## config.mk

```make
export PLATFORM = sky130hd
export DESIGN_NAME = res_bcd_conv
export DESIGN_NICKNAME = d
export VERILOG_FILES = /design/src/rtl/res_bcd_conv.sv
export SDC_FILE = /design/constraint.sdc
export NUM_CORES = 1
export LEC_CHECK = 0
export ABC_AREA = 0
export CAP_MARGIN = 10
export CORE_MARGIN = 10
export CORE_UTILIZATION = 47
export DETAILED_ROUTE_END_ITERATION = 8
export GPL_ROUTABILITY_DRIVEN = 0
export PLACE_DENSITY = 0.8
export SLEW_MARGIN = 40
export SYNTH_ARGS = -nofsm -noshare
export SYNTH_HDL_FRONTEND = slang
export SYNTH_SLANG_ARGS = --single-unit
```

## constraint.sdc

```tcl
create_clock -name clock_i -period 2.05 [get_ports clock_i]
set_clock_uncertainty 0.1 [all_clocks]
set_input_delay 0.41 -clock clock_i [delete_from_list [all_inputs] [get_ports clock_i]]
set_output_delay 0.41 -clock clock_i [all_outputs]
set_load 0.03 [all_outputs]
```

## src/rtl/res_bcd_conv.sv

```systemverilog
// Sequential binary-to-BCD converter (double dabble, one bit per clock).
// Turns the calculator's registered result into sign + packed BCD digits.
module res_bcd_conv #(
  parameter int width  = 8,
  parameter int DIGITS = 5
) (
  input  logic                  clock_i,
  input  logic                  reset_i,
  input  logic                  start_i,
  input  logic                  signed_i,
  input  logic [2*width-1:0]    bin_i,
  output logic [4*DIGITS-1:0]   bcd_o,
  output logic                  neg_o,
  output logic                  busy_o,
  output logic                  valid_o
);

  localparam int W  = 2 * width;
  localparam int CW = $clog2(W + 1);

  typedef enum logic [1:0] {
    IDLE,
    SHIFT,
    DONE
  } state_t;

  state_t              state;
  state_t              state_nx;
  logic                start_q;
  logic                req;
  logic                accept;
  logic                last;
  logic                neg_in;
  logic                neg_f;
  logic [W-1:0]        mag_in;
  logic [W-1:0]        mag;
  logic [CW-1:0]       cnt;
  logic [4*DIGITS-1:0] scr;
  logic [4*DIGITS-1:0] scr_adj;
  logic [4*DIGITS-1:0] scr_nx;

  assign req    = start_i & ~start_q;
  assign accept = req & (state != SHIFT);
  assign last   = (state == SHIFT) && (cnt == CW'(1));
  assign neg_in = signed_i & bin_i[W-1];

  // Magnitude of -2**(W-1) is 2**(W-1), which still fits W unsigned bits.
  assign mag_in = neg_in ? (~bin_i + W'(1)) : bin_i;

  always_comb begin
    scr_adj = scr;
    for (int i = 0; i < DIGITS; i++) begin
      if (scr[4*i +: 4] >= 4'd5)
        scr_adj[4*i +: 4] = scr[4*i +: 4] + 4'd3;
    end
  end

  assign scr_nx = {scr_adj[4*DIGITS-2:0], mag[W-1]};

  always_ff @(posedge clock_i or posedge reset_i) begin
    if (reset_i) state <= IDLE;
    else         state <= state_nx;
  end

  always_comb begin
    state_nx = state;
    unique case (state)
      IDLE, DONE: if (req)  state_nx = SHIFT;
      SHIFT:      if (last) state_nx = DONE;
      default:    state_nx = IDLE;
    endcase
  end

  always_comb begin
    busy_o  = (state == SHIFT);
    valid_o = (state == DONE);
  end

  always_ff @(posedge clock_i or posedge reset_i) begin
    if (reset_i) begin
      start_q <= 1'b0;
      mag     <= '0;
      neg_f   <= 1'b0;
      scr     <= '0;
      cnt     <= '0;
      bcd_o   <= '0;
      neg_o   <= 1'b0;
    end else begin
      start_q <= start_i;
      if (accept) begin
        mag   <= mag_in;
        neg_f <= neg_in;
        scr   <= '0;
        cnt   <= CW'(W);
      end else if (state == SHIFT) begin
        scr <= scr_nx;
        mag <= {mag[W-2:0], 1'b0};
        cnt <= cnt - CW'(1);
        if (last) begin
          bcd_o <= scr_nx;
          neg_o <= neg_f;
        end
      end
    end
  end

endmodule

```

Word level (Yosys, flattened, before mapping)
Index checks and enable logic that the tools add are counted.

Flip-flop bits (word level): 66. Latch bits: 0. Bits in writable memories: 0. ROM bits: 0. Input bits: 20. Output and inout port bits: 23. Memories: 0.

$add $sub $neg: 7. Multipliers: 0. Divide/modulo/power cells: 0. Magnitude comparators: 5. Eq/ne operators: 6. Shifts and indexed selects: 0. Mux-type cells: 15. Bitwise gates (word level): 6. Reductions and logical operators: 6.

Operators by type and width (count): 16-bit 2-to-1 mux (3); 20-bit 2-to-1 mux (2); 4-bit by 3-bit >= comparator with 1-bit output, second input constant (5); 16-bit by 1-bit adder with 16-bit output, second input constant (1); 4-bit by 2-bit adder with 4-bit output, second input constant (4); 4-bit 2-to-1 mux (4); 16-bit NOT (1); 5-bit 2-to-1 mux (2); 5-bit by 1-bit == test with 1-bit output, second input constant (1); 5-bit by 1-bit subtractor with 5-bit output, second input constant (1); 2-bit 2-to-1 mux (2); 2-bit by 1-bit inequality test with 1-bit output, second input constant (2); 2-bit case mux with 2 select lines (1); 3-bit by 2-bit adder with 3-bit output, second input constant (1); 1-bit bitwise AND (3); 3-bit 2-to-1 mux (1); 3-bit AND reduction (1); 2-bit by 1-bit == test with 1-bit output, second input constant (1); 2-bit == test, second input constant (1); 2-bit zero test (1); 2-bit inequality test, second input constant (1); 1-bit NOT (2); 2-bit AND reduction (1); 2-bit nonzero test (1); other kinds (2) (2).

Depth between registers and ports, before layout
Word-level depth: 5. Mapped depth: 7. Depth with buffers taken out: 7.

Worst setup path after synthesis
OpenSTA, ideal clock, no wires.

Path type: input to register. Start point: input bin_i[0]. End point: register mag[14]. Setup time: 0.130 ns. Data arrival time: 1.359 ns. Path slack: 0.460 ns. Cell stages on the path: 7. Cells stage by stage: inv_1 ha_1 nor3b_1 and2_1 a31oi_1 xnor2_1 o21ai_0.

Word-level cells in the longest chain between the ends: 4.

Ends and longest elaborated chain: start, declared (RTL line 11) `input logic [2*width-1:0] bin_i,`; 16-bit NOT (RTL line 48) `assign mag_in = neg_in ? (~bin_i + W'(1)) : bin_i;`; 16-bit by 1-bit adder with 16-bit output (RTL line 48); 16-bit 2-to-1 mux (RTL line 48); 16-bit 2-to-1 mux (RTL line 90) `if (accept) begin`; end signal, assigned (RTL line 91) `mag <= mag_in;`; end signal, assigned (RTL line 97) `mag <= {mag[W-2:0], 1'b0};`; end, declared (RTL line 36) `logic [W-1:0] mag;`.

Every way passes these cells. A chain may end at the register's enable or synchronous reset.

Worst setup path after layout
Start point: register neg_o. End point: output neg_o.

RTL lines: start, declared (RTL line 13) `output logic neg_o,`; start signal, assigned (RTL line 101) `neg_o <= neg_f;`.

No word-level cell between the ends.

==> reports/metrics.csv <==
stage,metric,value,unit
outcome,outcome,completed,
critical_path,Worst Setup End Kind,output pin,
synthesis,Avg Inst Size Synth,10.2,µm²
power_and_ir_drop,clock share of power,17.8,%
place,hpwl dp,5350,µm
cts,clk slew on worst S/H paths,0.07,ns
layout,nets,428,
floorplanning,core box area,6910,µm²
power_and_ir_drop,Sequential Power Share,35.3,%
grt,Most Crowded Layer GR,met2,
power_and_ir_drop,maximum vdd drop,491,µV
cts,CTS sink count,66,
synthesis,Synth Warn #,0,
cts,Num CTS Buffers,9,
sta,final setup vio count,0,
layout,layout cells sized above 1,13.8,%
layout,number of diodes,0,
cts,CTS tree,done,
floorplanning,Rows,30,
cts,CTS H-Tree Depth,3,
critical_path,crit path DAT,1.41,ns
sta,"Hold Violations, Final",0,
route,via density per instance,5.45,
place,# port buffers,42,
critical_path,family with the most delay on the worst path,buffers and inverters,
critical_path,worst path required time,1.54,ns
critical_path,Setup CP Type,flip-flop to output pin,
layout,Layout area overhead,25.5,%
grt,total gr overflow,0,
critical_path,CP bufs+invs,1,
route,DR pass1 iterations,5,
power_and_ir_drop,Switch Pwr,2550,µW
power_and_ir_drop,P_int,3850,µW
route,initial drt markers,81,
layout,final instance area,4270,µm²
critical_path,Worst path max stage delay,0.70,ns
cts,Root Buffer,clkbuf_8,
sta,post-route setup slack,0.125,ns
grt,first-pass GRT wire length,12600,µm
sta,Tcrit/Tclk final,93.9,%
sta,worst slew pin tran,0.663,ns
place,DP Area,4070,µm²
cts,Skew-Pair Late Insertion Delay,0.35,ns
synthesis,flop and latch count out of synthesis,66,
grt,vias in the first global route,2762,
route,drc violations,0,
route,Detailed Route WL,7330,µm
hold_path,Min-Delay Path Class,input pin to async pin,
floorplanning,Starting Density,49.2,%
synthesis,syn nets,367,
route,Detail Route Antenna Nets,0,
route,WL/cell,14.8,µm
sta,WHS,0.269,ns
sta,minimum clock period after layout,1.92,ns
synthesis,Synth cell types,35,
floorplanning,Die H,105,µm
route,vias,2698,
place,"worst slack, placed",-0.0842,ns
sta,Slew HR,55.8,%
grt,largest net degree at the start of global routing,36,
synthesis,cell area after synthesis,3400,µm²
flow_run,Maximum Capacitance Violations,0,
floorplanning,Die W,105,µm
synthesis,register area share after synthesis,48.6,%
critical_path,crit path cell chain,clkdlybuf4s50_1,
grt,met2 usage,22.6,%
grt,M3 GR Usage,4.12,%
layout,final std cells w/o fill,495,
critical_path,Setup crit start kind,flip-flop,
sta,Final Slew Violations,0,
cts,clk buf depth,2,
place,post-placement cell count,480,
sta,fmax,520,MHz
synthesis,cells after synthesis,334,
grt,initial antenna violation count,0,
critical_path,CP max FO,2,
layout,final core occ,61.8,%
floorplanning,IO Count,43,
grt,GRT met1 Usage,15.7,%
layout,combined flip-flop and latch cell area,1650,µm²
power_and_ir_drop,LEAKAGE,0.00191,µW
grt,GRT Total Usage,13.5,%
power_and_ir_drop,power share of the combinational group,46.9,%
power_and_ir_drop,Switching Share,39.9,%
floorplanning,Die ar.,11000,µm²
critical_path,CP max stage cell,clkdlybuf4s50_1,
power_and_ir_drop,Cell Pwr Density,1500,nW/µm²
layout,FILL cells,578,
sta,RSZ-0062 raised after global routing,false,
layout,multi-input logic area,1600,µm²
==> cell type report <==
cell class	count	share of cell area (%)
clock buffers	13	3.96
multi-input cells	236	37.5
inverters	18	1.67
well taps	96	2.81
repair buffers	64	14.5
flip-flops and latches	66	38.7
clock inverters	2	0.821
==> cell usage in the layout (no fill, tap or decap), drive strengths merged, types with 5 or more instances in the layout <==
master,instances
a22oi,7
inv,17
dfrtp,66
xnor2,15
ha,13
a32o,5
nand2b,7
a22o,5
nor3b,12
mux2i,6
mux2,12
o31ai,5
clkdlybuf4s50,40
o21ai,41
xor2,5
nor2,17
buf,23
nand2,35
clkbuf,13
o22ai,7
a21oi,26
==> Yosys cell counts <==
master / number / area share (%)
nor2_2: 1 / 0.18
nand2_1: 34 / 3.8
nand4_1: 1 / 0.18
a21oi_1: 26 / 3.8
nand3_1: 1 / 0.15
nor2b_1: 2 / 0.37
nor4_1: 2 / 0.37
o22ai_1: 7 / 1.3
a22oi_1: 7 / 1.5
inv_1: 17 / 1.9
clkbuf_1: 2 / 0.22
nor2_1: 16 / 1.8
dfrtp_1: 66 / 49
nor4_2: 1 / 0.37
o21ai_0: 41 / 6.0
mux2_2: 1 / 0.33
a31oi_1: 4 / 0.74
a32o_1: 5 / 1.5
buf_6: 2 / 0.66
a22o_1: 5 / 1.3
mux2_4: 11 / 4.9
xor2_1: 5 / 1.3
nor4b_4: 1 / 0.70
xnor2_1: 15 / 3.9
o31ai_1: 5 / 1.1
buf_2: 9 / 1.3
and2_1: 2 / 0.37
nor3b_1: 12 / 2.7
nand2_2: 1 / 0.18
nor3_1: 4 / 0.59
inv_2: 1 / 0.11
mux2i_1: 6 / 1.8
buf_1: 1 / 0.11
ha_1: 13 / 4.8
nand2b_1: 7 / 1.3
==> state kept, by name, indices dropped and copies added (netlist names) <==
register	flops
start_q	1
mag	16
scr	20
bcd_o	20
neg_o	1
cnt	5
neg_f	1
state	2
==> cells by family (layout without fill, tap and decap cells) <==
| family | after synthesis | in the layout | synth area share, % |
|---|---|---|---|
| flops | 66 | 66 | 48.6 |
| mux | 18 | 18 | 6.96 |
| simple gates | 85 | 85 | 12.9 |
| fa+ha+maj | 13 | 13 | 4.78 |
| xor+xnor | 20 | 20 | 5.15 |
| compound gates | 100 | 100 | 17.3 |
| buf+inv | 32 | 97 | 4.31 |
==> metrics by stage <==
| stage | total power (µW) | setup TNS (ns) |
|---|---|---|
| finish | 6400 | 0 |
| CTS | 6430 | 0 |
| detailed placement | 5280 | -0.426 |
| floorplan | 4300 | 0 |
| global placement | 5160 | -0.158 |
| global route | 6850 | 0 |
==> metal layers <==
| layer | part of all wire (%) | up-vias | wire [µm] |
|---|---|---|---|
| li1 | - | 1297 | - |
| met5 | 0 | - | 0 |
| met3 | 4.4 | 16 | 324 |
| met2 | 47 | 54 | 3460 |
| met1 | 46 | 1331 | 3390 |
| met4 | 2.2 | 0 | 158 |
==> final timing paths <==
check | endpoint | start | cells after the start | slack [ns]
worst max-delay path | neg_o | neg_o$_DFFE_PP0P_ | 1 | 0.13
worst min-delay path | bcd_o[7]$_DFFE_PP0P_ | reset_i | 2 | 0.27
worst max register to register | scr[14]$_DFFE_PP0P_ | scr[12]$_DFFE_PP0P_ | 6 | 0.26
worst min register to register | bcd_o[15]$_DFFE_PP0P_ | bcd_o[15]$_DFFE_PP0P_ | 2 | 0.38
max in group asynchronous | bcd_o[10]$_DFFE_PP0P_ | reset_i | 3 | 1.03
min in group clock_i | bcd_o[15]$_DFFE_PP0P_ | bcd_o[15]$_DFFE_PP0P_ | 2 | 0.38
==> power groups by stage <==
stage	combinational, µW	clock [µW]	sequential, µW
6_report	3000	1140	2260
5_1_grt	3310	1210	2330
4_1_cts	3020	1150	2250
3_5_place_dp	3010	0	2270
3_3_place_gp	2910	0	2250
2_1_floorplan	1790	0	2520
==> timing repair <==
action | CTS | global route
hold buffers | 0 | 0
setup endpoints to repair | 1 | 0
gates resized for setup | 1 | 0
buffers inserted | 0 | 0
No activity file was read; power rests on OpenSTA's default activity.
